### config.mk
export PLATFORM = sky130hd
export DESIGN_NAME = memphy_seq_flat
export DESIGN_NICKNAME = d
export VERILOG_FILES = /design/src/rtl/memphy_seq_pkg.sv /design/src/rtl/memphy_seq_if.sv /design/src/rtl/memphy_seq_rdalign.sv /design/src/rtl/memphy_seq.sv /design/src/flat_wrapper.sv
export SDC_FILE = /design/constraint.sdc
export NUM_CORES = 1
export LEC_CHECK = 0
export ABC_AREA = 0
export CORE_MARGIN = 2
export CORE_UTILIZATION = 33
export CTS_BUF_LIST = sky130_fd_sc_hd__clkbuf_4
export CTS_CLUSTER_SIZE = 24
export DETAILED_ROUTE_END_ITERATION = 16
export PLACE_DENSITY = 0.66
export SLEW_MARGIN = 20
export SYNTH_ARGS = -nofsm -noshare
export SYNTH_HDL_FRONTEND = slang
export SYNTH_SLANG_ARGS = --single-unit
export TNS_END_PERCENT = 50
### constraint.sdc
create_clock -name clk -period 2.05 [get_ports clk]
set_input_delay 0.41 -clock clk [delete_from_list [all_inputs] [get_ports clk]]
set_output_delay 0.41 -clock clk [all_outputs]
set_load 0.01 [all_outputs]
### src/rtl/memphy_seq_pkg.sv
// Shared types and constants for the DDR PHY burst sequencer.
package memphy_pkg;
  typedef enum logic [2:0] {ST_IDLE, ST_WLAT, ST_WPRE, ST_WDATA, ST_WPOST} wr_state_t;

  localparam int LANE_W = 16;

  function automatic int beats2cyc(input int burst);
    return burst / 2;
  endfunction
endpackage

### src/rtl/memphy_seq_if.sv
// Controller/PHY-side signal bundle for memphy_seq; slave = sequencer, master = driver of it.
interface memphy_seq_if #(parameter int LANES = 1);
  import memphy_pkg::*;
  logic [3:0]              cfg_rl;
  logic                    wr_start;
  logic                    wr_valid;
  logic                    wr_ready;
  logic [LANE_W*LANES-1:0] wr_data;
  logic                    rd_req;
  logic                    rd_valid;
  logic [LANE_W*LANES-1:0] rd_data;
  logic [LANE_W*LANES-1:0] phy_dqout;
  logic [LANES-1:0]        phy_dqt;
  logic [LANES-1:0]        phy_dqspre;
  logic [LANE_W*LANES-1:0] phy_dqin;
  logic                    busy;
  logic                    cmd_err;

  modport slave (
    input  cfg_rl, wr_start, wr_valid, wr_data, rd_req, phy_dqin,
    output wr_ready, rd_valid, rd_data, phy_dqout, phy_dqt, phy_dqspre, busy, cmd_err
  );
  modport master (
    output cfg_rl, wr_start, wr_valid, wr_data, rd_req, phy_dqin,
    input  wr_ready, rd_valid, rd_data, phy_dqout, phy_dqt, phy_dqspre, busy, cmd_err
  );
endinterface

### src/rtl/memphy_seq_rdalign.sv
// Read-latency alignment: delays rd_req by cfg_rl cycles, then captures BURST/2 words of dqin.
module memphy_rdalign
  import memphy_pkg::*;
#(
  parameter int LANES  = 1,
  parameter int BURST  = 4,
  parameter int RL_MAX = 15
) (
  input  logic                    clk,
  input  logic                    rstn,
  input  logic                    i_rd_req,
  input  logic [3:0]              i_cfg_rl,
  input  logic [LANE_W*LANES-1:0] i_dqin,
  output logic                    o_rd_valid,
  output logic [LANE_W*LANES-1:0] o_rd_data,
  output logic                    o_cap,
  output logic                    o_trunc
);
  localparam logic [7:0] B2 = 8'(beats2cyc(BURST));

  logic [RL_MAX:1]         r_sr;
  logic [7:0]              r_cnt;
  logic                    r_rd_valid;
  logic [LANE_W*LANES-1:0] r_rd_data;
  logic [3:0]              w_rl;
  logic                    w_hit;

  // r_sr[j] holds the request issued j cycles ago; out-of-range latencies fall back to RL_MAX
  always_comb begin
    w_rl = i_cfg_rl;
    if (i_cfg_rl == 4'd0 || 32'(i_cfg_rl) > RL_MAX) w_rl = 4'(RL_MAX);
    w_hit = 1'b0;
    for (int j = 1; j <= RL_MAX; j++)
      if (32'(w_rl) == j) w_hit = r_sr[j];
  end

  // A hit captures its first beat immediately, so the counter holds the beats still to come
  assign o_cap   = w_hit || (r_cnt != 8'd0);
  assign o_trunc = w_hit && (r_cnt != 8'd0);

  always_ff @(posedge clk or negedge rstn) begin
    if (!rstn) begin
      r_sr       <= '0;
      r_cnt      <= '0;
      r_rd_valid <= 1'b0;
      r_rd_data  <= '0;
    end else begin
      r_sr[1] <= i_rd_req;
      for (int j = 2; j <= RL_MAX; j++) r_sr[j] <= r_sr[j-1];
      r_rd_valid <= o_cap;
      if (o_cap) r_rd_data <= i_dqin;
      if (w_hit)                r_cnt <= B2 - 8'd1;
      else if (r_cnt != 8'd0)   r_cnt <= r_cnt - 8'd1;
    end
  end

  assign o_rd_valid = r_rd_valid;
  assign o_rd_data  = r_rd_data;
endmodule

### src/rtl/memphy_seq.sv
// Per-burst DDR PHY sequencer: write FSM (latency, preamble, data, postamble) plus read alignment.
// state  | meaning
// IDLE   | no write in flight, DQ/DQS tristated
// WLAT   | counting down write latency
// WPRE   | DQS preamble, first data word accepted
// WDATA  | DQ driven with previously accepted word
// WPOST  | DQS postamble
module memphy_seq
  import memphy_pkg::*;
#(
  parameter int LANES  = 1,
  parameter int BURST  = 4,
  parameter int RL_MAX = 15,
  parameter int WL     = 1
) (
  input  logic         clk,
  input  logic         rstn,
  memphy_seq_if.slave  bus
);
  localparam logic [7:0] B2  = 8'(beats2cyc(BURST));
  localparam logic [7:0] WL8 = 8'(WL);

  wr_state_t               r_state, w_nxt;
  logic [7:0]              r_cnt, w_cnt_nxt;
  logic                    r_wr_ready, r_busy, r_err;
  logic [LANES-1:0]        r_dqt, r_dqspre;
  logic [LANE_W*LANES-1:0] r_dqout;
  logic                    w_accept, w_cap, w_trunc, w_rd_valid;
  logic [LANE_W*LANES-1:0] w_rd_data;

  assign w_accept = bus.wr_valid && r_wr_ready;

  always_comb begin
    w_nxt     = r_state;
    w_cnt_nxt = r_cnt;
    case (r_state)
      ST_IDLE: begin
        if (bus.wr_start) begin
          if (WL8 <= 8'd1) w_nxt = ST_WPRE;
          else begin
            w_nxt     = ST_WLAT;
            w_cnt_nxt = WL8 - 8'd1;
          end
        end
      end
      ST_WLAT: begin
        w_cnt_nxt = r_cnt - 8'd1;
        if (r_cnt <= 8'd1) w_nxt = ST_WPRE;
      end
      ST_WPRE: begin
        w_nxt     = ST_WDATA;
        w_cnt_nxt = B2;
      end
      ST_WDATA: begin
        w_cnt_nxt = r_cnt - 8'd1;
        if (r_cnt <= 8'd1) w_nxt = ST_WPOST;
      end
      ST_WPOST: w_nxt = ST_IDLE;
      default:  w_nxt = ST_IDLE;
    endcase
  end

  // Outputs are registered from the next state so they line up with the state they describe
  always_ff @(posedge clk or negedge rstn) begin
    if (!rstn) begin
      r_state    <= ST_IDLE;
      r_cnt      <= '0;
      r_wr_ready <= 1'b0;
      r_busy     <= 1'b0;
      r_dqt      <= '1;
      r_dqspre   <= '0;
      r_dqout    <= '0;
      r_err      <= 1'b0;
    end else begin
      r_state    <= w_nxt;
      r_cnt      <= w_cnt_nxt;
      r_busy     <= (w_nxt != ST_IDLE);
      r_wr_ready <= (w_nxt == ST_WPRE) || ((w_nxt == ST_WDATA) && (w_cnt_nxt > 8'd1));
      r_dqt      <= {LANES{w_nxt != ST_WDATA}};
      r_dqspre   <= {LANES{(w_nxt == ST_WPRE) || (w_nxt == ST_WPOST)}};
      r_dqout    <= ((w_nxt == ST_WDATA) && w_accept) ? bus.wr_data : '0;
      r_err      <= r_err
                  | (bus.wr_start && (r_state != ST_IDLE))
                  | (r_wr_ready && !bus.wr_valid)
                  | w_trunc
                  | (w_cap && !(&r_dqt));
    end
  end

  memphy_rdalign #(.LANES(LANES), .BURST(BURST), .RL_MAX(RL_MAX)) u_rdalign (
    .clk       (clk),
    .rstn      (rstn),
    .i_rd_req  (bus.rd_req),
    .i_cfg_rl  (bus.cfg_rl),
    .i_dqin    (bus.phy_dqin),
    .o_rd_valid(w_rd_valid),
    .o_rd_data (w_rd_data),
    .o_cap     (w_cap),
    .o_trunc   (w_trunc)
  );

  assign bus.wr_ready   = r_wr_ready;
  assign bus.busy       = r_busy;
  assign bus.phy_dqt    = r_dqt;
  assign bus.phy_dqspre = r_dqspre;
  assign bus.phy_dqout  = r_dqout;
  assign bus.cmd_err    = r_err;
  assign bus.rd_valid   = w_rd_valid;
  assign bus.rd_data    = w_rd_data;
endmodule

### src/flat_wrapper.sv
// flat-port wrapper written by rule: the top's interface ports become plain ports
module memphy_seq_flat import memphy_pkg::*;
#(
  parameter int LANES  = 1,
  parameter int BURST  = 4,
  parameter int RL_MAX = 15,
  parameter int WL     = 1
)
  (clk, rstn, bus_cfg_rl, bus_wr_start, bus_wr_valid, bus_wr_data, bus_rd_req, bus_phy_dqin, bus_wr_ready, bus_rd_valid, bus_rd_data, bus_phy_dqout, bus_phy_dqt, bus_phy_dqspre, bus_busy, bus_cmd_err);
  memphy_seq_if #(.LANES(LANES)) bus_i ();
  input  logic clk;
  input  logic rstn;
  input wire logic [$bits(bus_i.cfg_rl)-1:0] bus_cfg_rl;
  input wire logic [$bits(bus_i.wr_start)-1:0] bus_wr_start;
  input wire logic [$bits(bus_i.wr_valid)-1:0] bus_wr_valid;
  input wire logic [$bits(bus_i.wr_data)-1:0] bus_wr_data;
  input wire logic [$bits(bus_i.rd_req)-1:0] bus_rd_req;
  input wire logic [$bits(bus_i.phy_dqin)-1:0] bus_phy_dqin;
  output wire logic [$bits(bus_i.wr_ready)-1:0] bus_wr_ready;
  output wire logic [$bits(bus_i.rd_valid)-1:0] bus_rd_valid;
  output wire logic [$bits(bus_i.rd_data)-1:0] bus_rd_data;
  output wire logic [$bits(bus_i.phy_dqout)-1:0] bus_phy_dqout;
  output wire logic [$bits(bus_i.phy_dqt)-1:0] bus_phy_dqt;
  output wire logic [$bits(bus_i.phy_dqspre)-1:0] bus_phy_dqspre;
  output wire logic [$bits(bus_i.busy)-1:0] bus_busy;
  output wire logic [$bits(bus_i.cmd_err)-1:0] bus_cmd_err;
  assign bus_i.cfg_rl = bus_cfg_rl;
  assign bus_i.wr_start = bus_wr_start;
  assign bus_i.wr_valid = bus_wr_valid;
  assign bus_i.wr_data = bus_wr_data;
  assign bus_i.rd_req = bus_rd_req;
  assign bus_i.phy_dqin = bus_phy_dqin;
  assign bus_wr_ready = bus_i.wr_ready;
  assign bus_rd_valid = bus_i.rd_valid;
  assign bus_rd_data = bus_i.rd_data;
  assign bus_phy_dqout = bus_i.phy_dqout;
  assign bus_phy_dqt = bus_i.phy_dqt;
  assign bus_phy_dqspre = bus_i.phy_dqspre;
  assign bus_busy = bus_i.busy;
  assign bus_cmd_err = bus_i.cmd_err;
  memphy_seq #(.LANES(LANES), .BURST(BURST), .RL_MAX(RL_MAX), .WL(WL)) u_core (.clk(clk), .rstn(rstn), .bus(bus_i));
endmodule
==> results of run 1 <==
-- flip-flops by register name (all words and copies together), names as in the netlist --
| name | cells |
|---|---|
| u_core.bus.busy | 1 |
| u_core.bus.cmd_err | 1 |
| u_core.bus.phy_dqout | 16 |
| u_core.bus.phy_dqspre | 1 |
| u_core.bus.phy_dqt | 1 |
| u_core.bus.wr_ready | 1 |
| u_core.r_cnt | 8 |
| u_core.r_state | 3 |
| u_core.u_rdalign.o_rd_data | 16 |
| u_core.u_rdalign.o_rd_valid | 1 |
| u_core.u_rdalign.r_cnt | 8 |
| u_core.u_rdalign.r_sr | 15 |
-- metrics by stage --
stage | hold slack, ns | cell area, µm² | total power, µW | worst slack [ns]
6_report | 0.383 | 4460 | 5310 | -0.247
5_1_grt | 0.404 | 4460 | 5680 | -0.297
4_1_cts | 0.387 | 4400 | 5230 | -0.213
3_5_place_dp | 0.361 | 4190 | 4120 | -0.647
3_3_place_gp | 0.361 | 4190 | 4040 | -0.601
2_1_floorplan | 0.114 | 3070 | 3120 | -0.125
-- cells by family after synthesis --
kind of cell,after synthesis
buffers and inverters,19
AO/OA/AOI/OAI,45
XOR/XNOR,2
multiplexers,23
AND/OR/NAND/NOR,82
flip-flops,72
adder cells (fa/ha/maj),4
-- per-layer routing --
layer	GRT usage, %	vias to the layer above
met2	24.8	51
met3	4.46	8
met5	0	-
li1	-	1106
met4	3.48	0
met1	17.0	1147
-- worst max-delay path, delay by kind of cell, from the launching register on --
family	cells	cell delay [ns]
and+or+nand+nor	2	0.96
AOI/OAI and AO/OA	3	0.80
DFF	1	0.43
-- power breakdown --
part | leakage, µW | switching, µW | internal [µW]
combinational | 0.000996 | 1000 | 1290
clock | 0.0000863 | 525 | 496
sequential | 0.000879 | 241 | 1760
-- timing repair --
action	CTS	global route
buffers inserted	1	1
gates resized for setup	11	9
hold buffers	1	0
hold endpoints to repair	21	0
pin swaps	1	3
endpoints found under the setup margin	35	33
-- cells in the mapped netlist, types with 2 or more instances --
library cell	number
mux2i_1	5
o211ai_1	2
buf_6	2
xnor2_1	2
nor4b_1	2
nand2b_1	5
and2_1	17
nor3b_1	5
nand2_1	12
a21oi_1	13
mux2_2	2
ha_1	3
nor2_1	14
nand4_1	2
mux2_1	7
inv_1	9
a211oi_1	2
nor4_1	3
or2_1	2
a221o_1	3
o21ai_0	7
or3_1	2
dfrtp_1	71
a211o_1	2
or4_1	4
clkbuf_1	3
buf_2	4
mux2_4	9
nor2b_1	3
a22oi_1	3
nor3_1	4
-- path summary, 6_finish.rpt --
path | start | end | slack (ns)
max reg2reg | u_core.r_cnt[1] | u_core.bus.wr_ready | -0.25
max in group asynchronous | rstn | u_core.bus.phy_dqt | 0.92
min | u_core.u_rdalign.r_sr[8] | u_core.u_rdalign.r_sr[9] | 0.38
min in group asynchronous | rstn | u_core.u_rdalign.r_sr[13] | 0.51
max | u_core.r_cnt[1] | u_core.bus.wr_ready | -0.25
min reg2reg | u_core.u_rdalign.r_sr[8] | u_core.u_rdalign.r_sr[9] | 0.38
-- cell type report --
class | count | area (µm²) | share of cell area [%]
tap | 111 | 139 | 3.11
timing repair buffer | 114 | 1080 | 24.3
sequential | 72 | 1800 | 40.5
clock inverter | 7 | 95.1 | 2.13
inverter | 9 | 33.8 | 0.758
clock buffer | 9 | 67.6 | 1.52
multi-input combinational | 156 | 1230 | 27.7
==> out/results.ini, run 1 <==
[placed_design]
dpl.hpwl_mm = 4.83
gp_congestion = 0.810
dp_cells = 459
port_buffers = 78

[route]
wl_mm = 6.71
dr_total_vias = 2312
wl_per_cell_um = 14.0
wl_met1_mm = 2.90
firstDrtPassIters = 4
ant_nets = 0
met3_length_um = 310
drc = 0
highest_layer = met4
drt-initial-drc-count = 30
wl_met2_mm = 3.45
vias_per_cell = 4.84

[cells_and_area]
final_cell_mix = clkdlybuf4s50_1, dfrtp_1, buf_4, and2_1
areaGrowthSynthToFinish_pct = 46.4
final_cells = 478
final_util_pct = 49.0
nNetsFinal = 406
diodes = 0
final_common_cell = clkdlybuf4s50_1
drive_above_1_share_pct = 22.3
fill_cells = 831

[hold_path]
hold_path_class = reg2reg
whs_path_depth = 0

[timing]
worst_pin_slew_ns = 0.550
tns_ns = -0.247
period_needed_ns = 2.30
period_share_pct = 112
skew_ns = 0.00760
hold_viol_final = 0
drv_slew = 0
rsz0062_at_grt = true
worst_slack_ns = -0.247
setup_viol = 1
slew_headroom_pct = 63.4
max_freq_mhz = 435

[critical_path]
path_cells = o311a_1, a221o_1, or4b_4, or4_4, o21a_1
cp-end-kind = flip-flop
cp_max_fo = 3
ff2ff_path_depth = 5
arrival_ns = 2.61
critPathMaxStageDelay_ns = 0.54
crit_required_ns = 2.36
crit_path_start_kind = flip-flop
critPathKind = reg2reg
critPathSlowestCell = or4b_4

[global_route]
grt_pass1_wl_mm = 11.2
grt_max_degree = 31
grt_pass1_vias = 2432
grt_use_total_pct = 14.2
antenna_found_initial = 0
grt_overflow = 0

[die]
start_util_pct = 33.4
die_h_um = 100
ioPinCount = 79
die_area_um2 = 10000
row_count = 35
core_area_um2 = 9110
die_w_um = 100

[synthesis]
synthMuxAreaShare_pct = 9.41
async_flop_share_pct = 100
ys_types = 54
synth_enable_flop_cells = 0
netlist_area_um2 = 3050
yosys_warnings = 0
synthSimpleGateAreaFrac_pct = 15.7
avgSynthCellArea_um2 = 12.3
seq_area_frac_synth_pct = 59.2
synth_area_leaders = dfrtp_1, mux2_4, and2_1
yosysTopAreaCellShare_pct = 58.3
yosys.area.top_type = dfrtp_1
synth-seq-cells = 72
synth_xor_area_share_pct = 0.575
synth_ff_type = dfrtp_1
syn_nets = 291
synth_compound_area_share_pct = 10.4
synthAdderAreaFrac_pct = 1.56
synthCells = 247
synth_top_family_by_area = simple AND/OR/NAND/NOR gates

[outcome]
status = complete, but fails checks
violations = negative setup slack

[clock_network]
cts_tree = built
clock_latency_ns = 0.41
cts_buffers = 9
cts.path.max_buffers = 2
cts.htree.levels = 3
cts.sinks = 72
root_buffer = clkbuf_4
clk_pin_slew_worst_paths_ns = 0.13

[pwr]
ir_drop_mv = 0.529
power.density_nw_per_um2 = 1190
p_leak_uw = 0.00196

[run]
cap_violations = 0

Note: power is estimated with default switching activity, not from simulation.
==> run 2: changes to the inputs <==
--- a/config.mk
+++ b/config.mk
@@ -11,6 +11,7 @@
 export CTS_BUF_LIST = sky130_fd_sc_hd__clkbuf_4
 export CTS_CLUSTER_SIZE = 24
 export DETAILED_ROUTE_END_ITERATION = 16
+export MAX_ROUTING_LAYER = met4
 export PLACE_DENSITY = 0.66
 export SLEW_MARGIN = 20
 export SYNTH_ARGS = -nofsm -noshare
==> out/results.ini, run 2 (synthesis gave the netlist of run 1 again) <==
[outcome]
status = complete, but fails checks
violations = negative setup slack

[global_route]
grt_use_total_pct = 14.6
grt_pass1_wl_mm = 11.2
grt_overflow = 0
antenna_found_initial = 0
grt_max_degree = 31
grt_pass1_vias = 2429

[clock_network]
cts_buffers = 9
root_buffer = clkbuf_4
clock_latency_ns = 0.41
cts_tree = built
cts.sinks = 72
cts.htree.levels = 3
clk_pin_slew_worst_paths_ns = 0.12
cts.path.max_buffers = 2

[timing]
worst_pin_slew_ns = 0.550
skew_ns = 0.00737
holdWs_ns = 0.383
period_share_pct = 112
rsz0062_at_grt = true
max_freq_mhz = 436
period_needed_ns = 2.29
tns_ns = -0.244
hold_viol_final = 0
drv_slew = 0
setup_viol = 1
slew_headroom_pct = 63.4
worst_slack_ns = -0.244

[run]
cap_violations = 0

[cells_and_area]
design_area_um2 = 4460
final_cell_mix = clkdlybuf4s50_1, dfrtp_1, buf_4, and2_1
diodes = 0
final_cells = 478
fill_cells = 831
final_common_cell = clkdlybuf4s50_1
nNetsFinal = 406
areaGrowthSynthToFinish_pct = 46.4
drive_above_1_share_pct = 22.3

[die]
die_area_um2 = 10000
row_count = 35
core_area_um2 = 9110
die_w_um = 100
ioPinCount = 79
start_util_pct = 33.4
die_h_um = 100

[critical_path]
worst-path-buf-inv = 0
critPathSlowestCell = or4b_4
crit_family = simple AND/OR/NAND/NOR gates
critPathMaxStageDelay_ns = 0.54
crit_path_start_kind = flip-flop
critPathKind = reg2reg
cp-end-kind = flip-flop
cp_max_fo = 3
path_cells = o311a_1, a221o_1, or4b_4, or4_4, o21a_1
crit_required_ns = 2.36
arrival_ns = 2.60

[pwr]
p_leak_uw = 0.00196
ir_drop_mv = 0.529
power.total_uw = 5310
power.density_nw_per_um2 = 1190

[route]
wl_mm = 6.71
dr_total_vias = 2304
wl_per_cell_um = 14.0
drt-initial-drc-count = 43
drc = 0
firstDrtPassIters = 4
vias_per_cell = 4.82
ant_nets = 0

[placed_design]
dpl.hpwl_mm = 4.83
place_area_um2 = 4190
dp_cells = 459
gp_congestion = 0.822
port_buffers = 78

[hold_path]
hold_path_class = reg2reg

run 2: cell counts in the layout (fill, tap and decap cells not counted):
Identical to the previous run, type by type.
run 2: layout make-up:
class	instances	area [µm²]	area share, %
clock buffers	9	67.6	1.52
flip-flops and latches	72	1800	40.5
repair buffers	114	1080	24.3
multi-input cells	156	1230	27.7
well taps	111	139	3.11
clock inverters	7	95.1	2.13
inverters	9	33.8	0.758
run 2: final timing paths:
check	endpoint	cells past startpoint	slack, ns	startpoint
worst max-delay path	u_core.bus.wr_ready	5	-0.24	u_core.r_cnt[1]
worst min-delay path	u_core.u_rdalign.r_sr[9]	0	0.38	u_core.u_rdalign.r_sr[8]
worst max register to register	u_core.bus.wr_ready	5	-0.24	u_core.r_cnt[1]
worst min register to register	u_core.u_rdalign.r_sr[9]	0	0.38	u_core.u_rdalign.r_sr[8]
max in group asynchronous	u_core.bus.phy_dqt	3	0.91	rstn
min in group asynchronous	u_core.u_rdalign.r_sr[13]	2	0.51	rstn
run 2: metal layers:
metal / track usage, % / wire length, µm
met3: 4.60 / 302
met1: 17.2 / 2910
met5: - / 0
met4: 3.48 / 34
met2: 24.7 / 3460
run 2: worst register-to-register path: cells and delay by family (launching register included):
family / cells / cell delay (ns)
AO/OA/AOI/OAI: 3 / 0.80
flip-flops: 1 / 0.43
AND/OR/NAND/NOR: 2 / 0.96
run 2: per-stage QoR:
| step | utilization (%) | setup WS [ns] |
|---|---|---|
| 2_1_floorplan | - | -0.125 |
| 3_3_place_gp | 46.0 | -0.601 |
| 3_5_place_dp | 46.0 | -0.647 |
| 4_1_cts | 48.3 | -0.213 |
| 5_1_grt | 49.0 | -0.297 |
| 6_report | 49.0 | -0.244 |
run 2: repair_timing:
action	4_1_cts	5_1_grt
resized for setup	11	9
pin swaps	1	3
endpoints found under the setup margin	35	33
hold buffers	1	0
hold endpoints to repair	21	0
setup buffers	1	1
run 2: power by group:
part	total (µW)	internal [µW]	switching, µW	leakage, µW
logic	2290	1290	1000	0.000996
clock network	1020	496	524	0.0000863
registers	2000	1760	240	0.000879
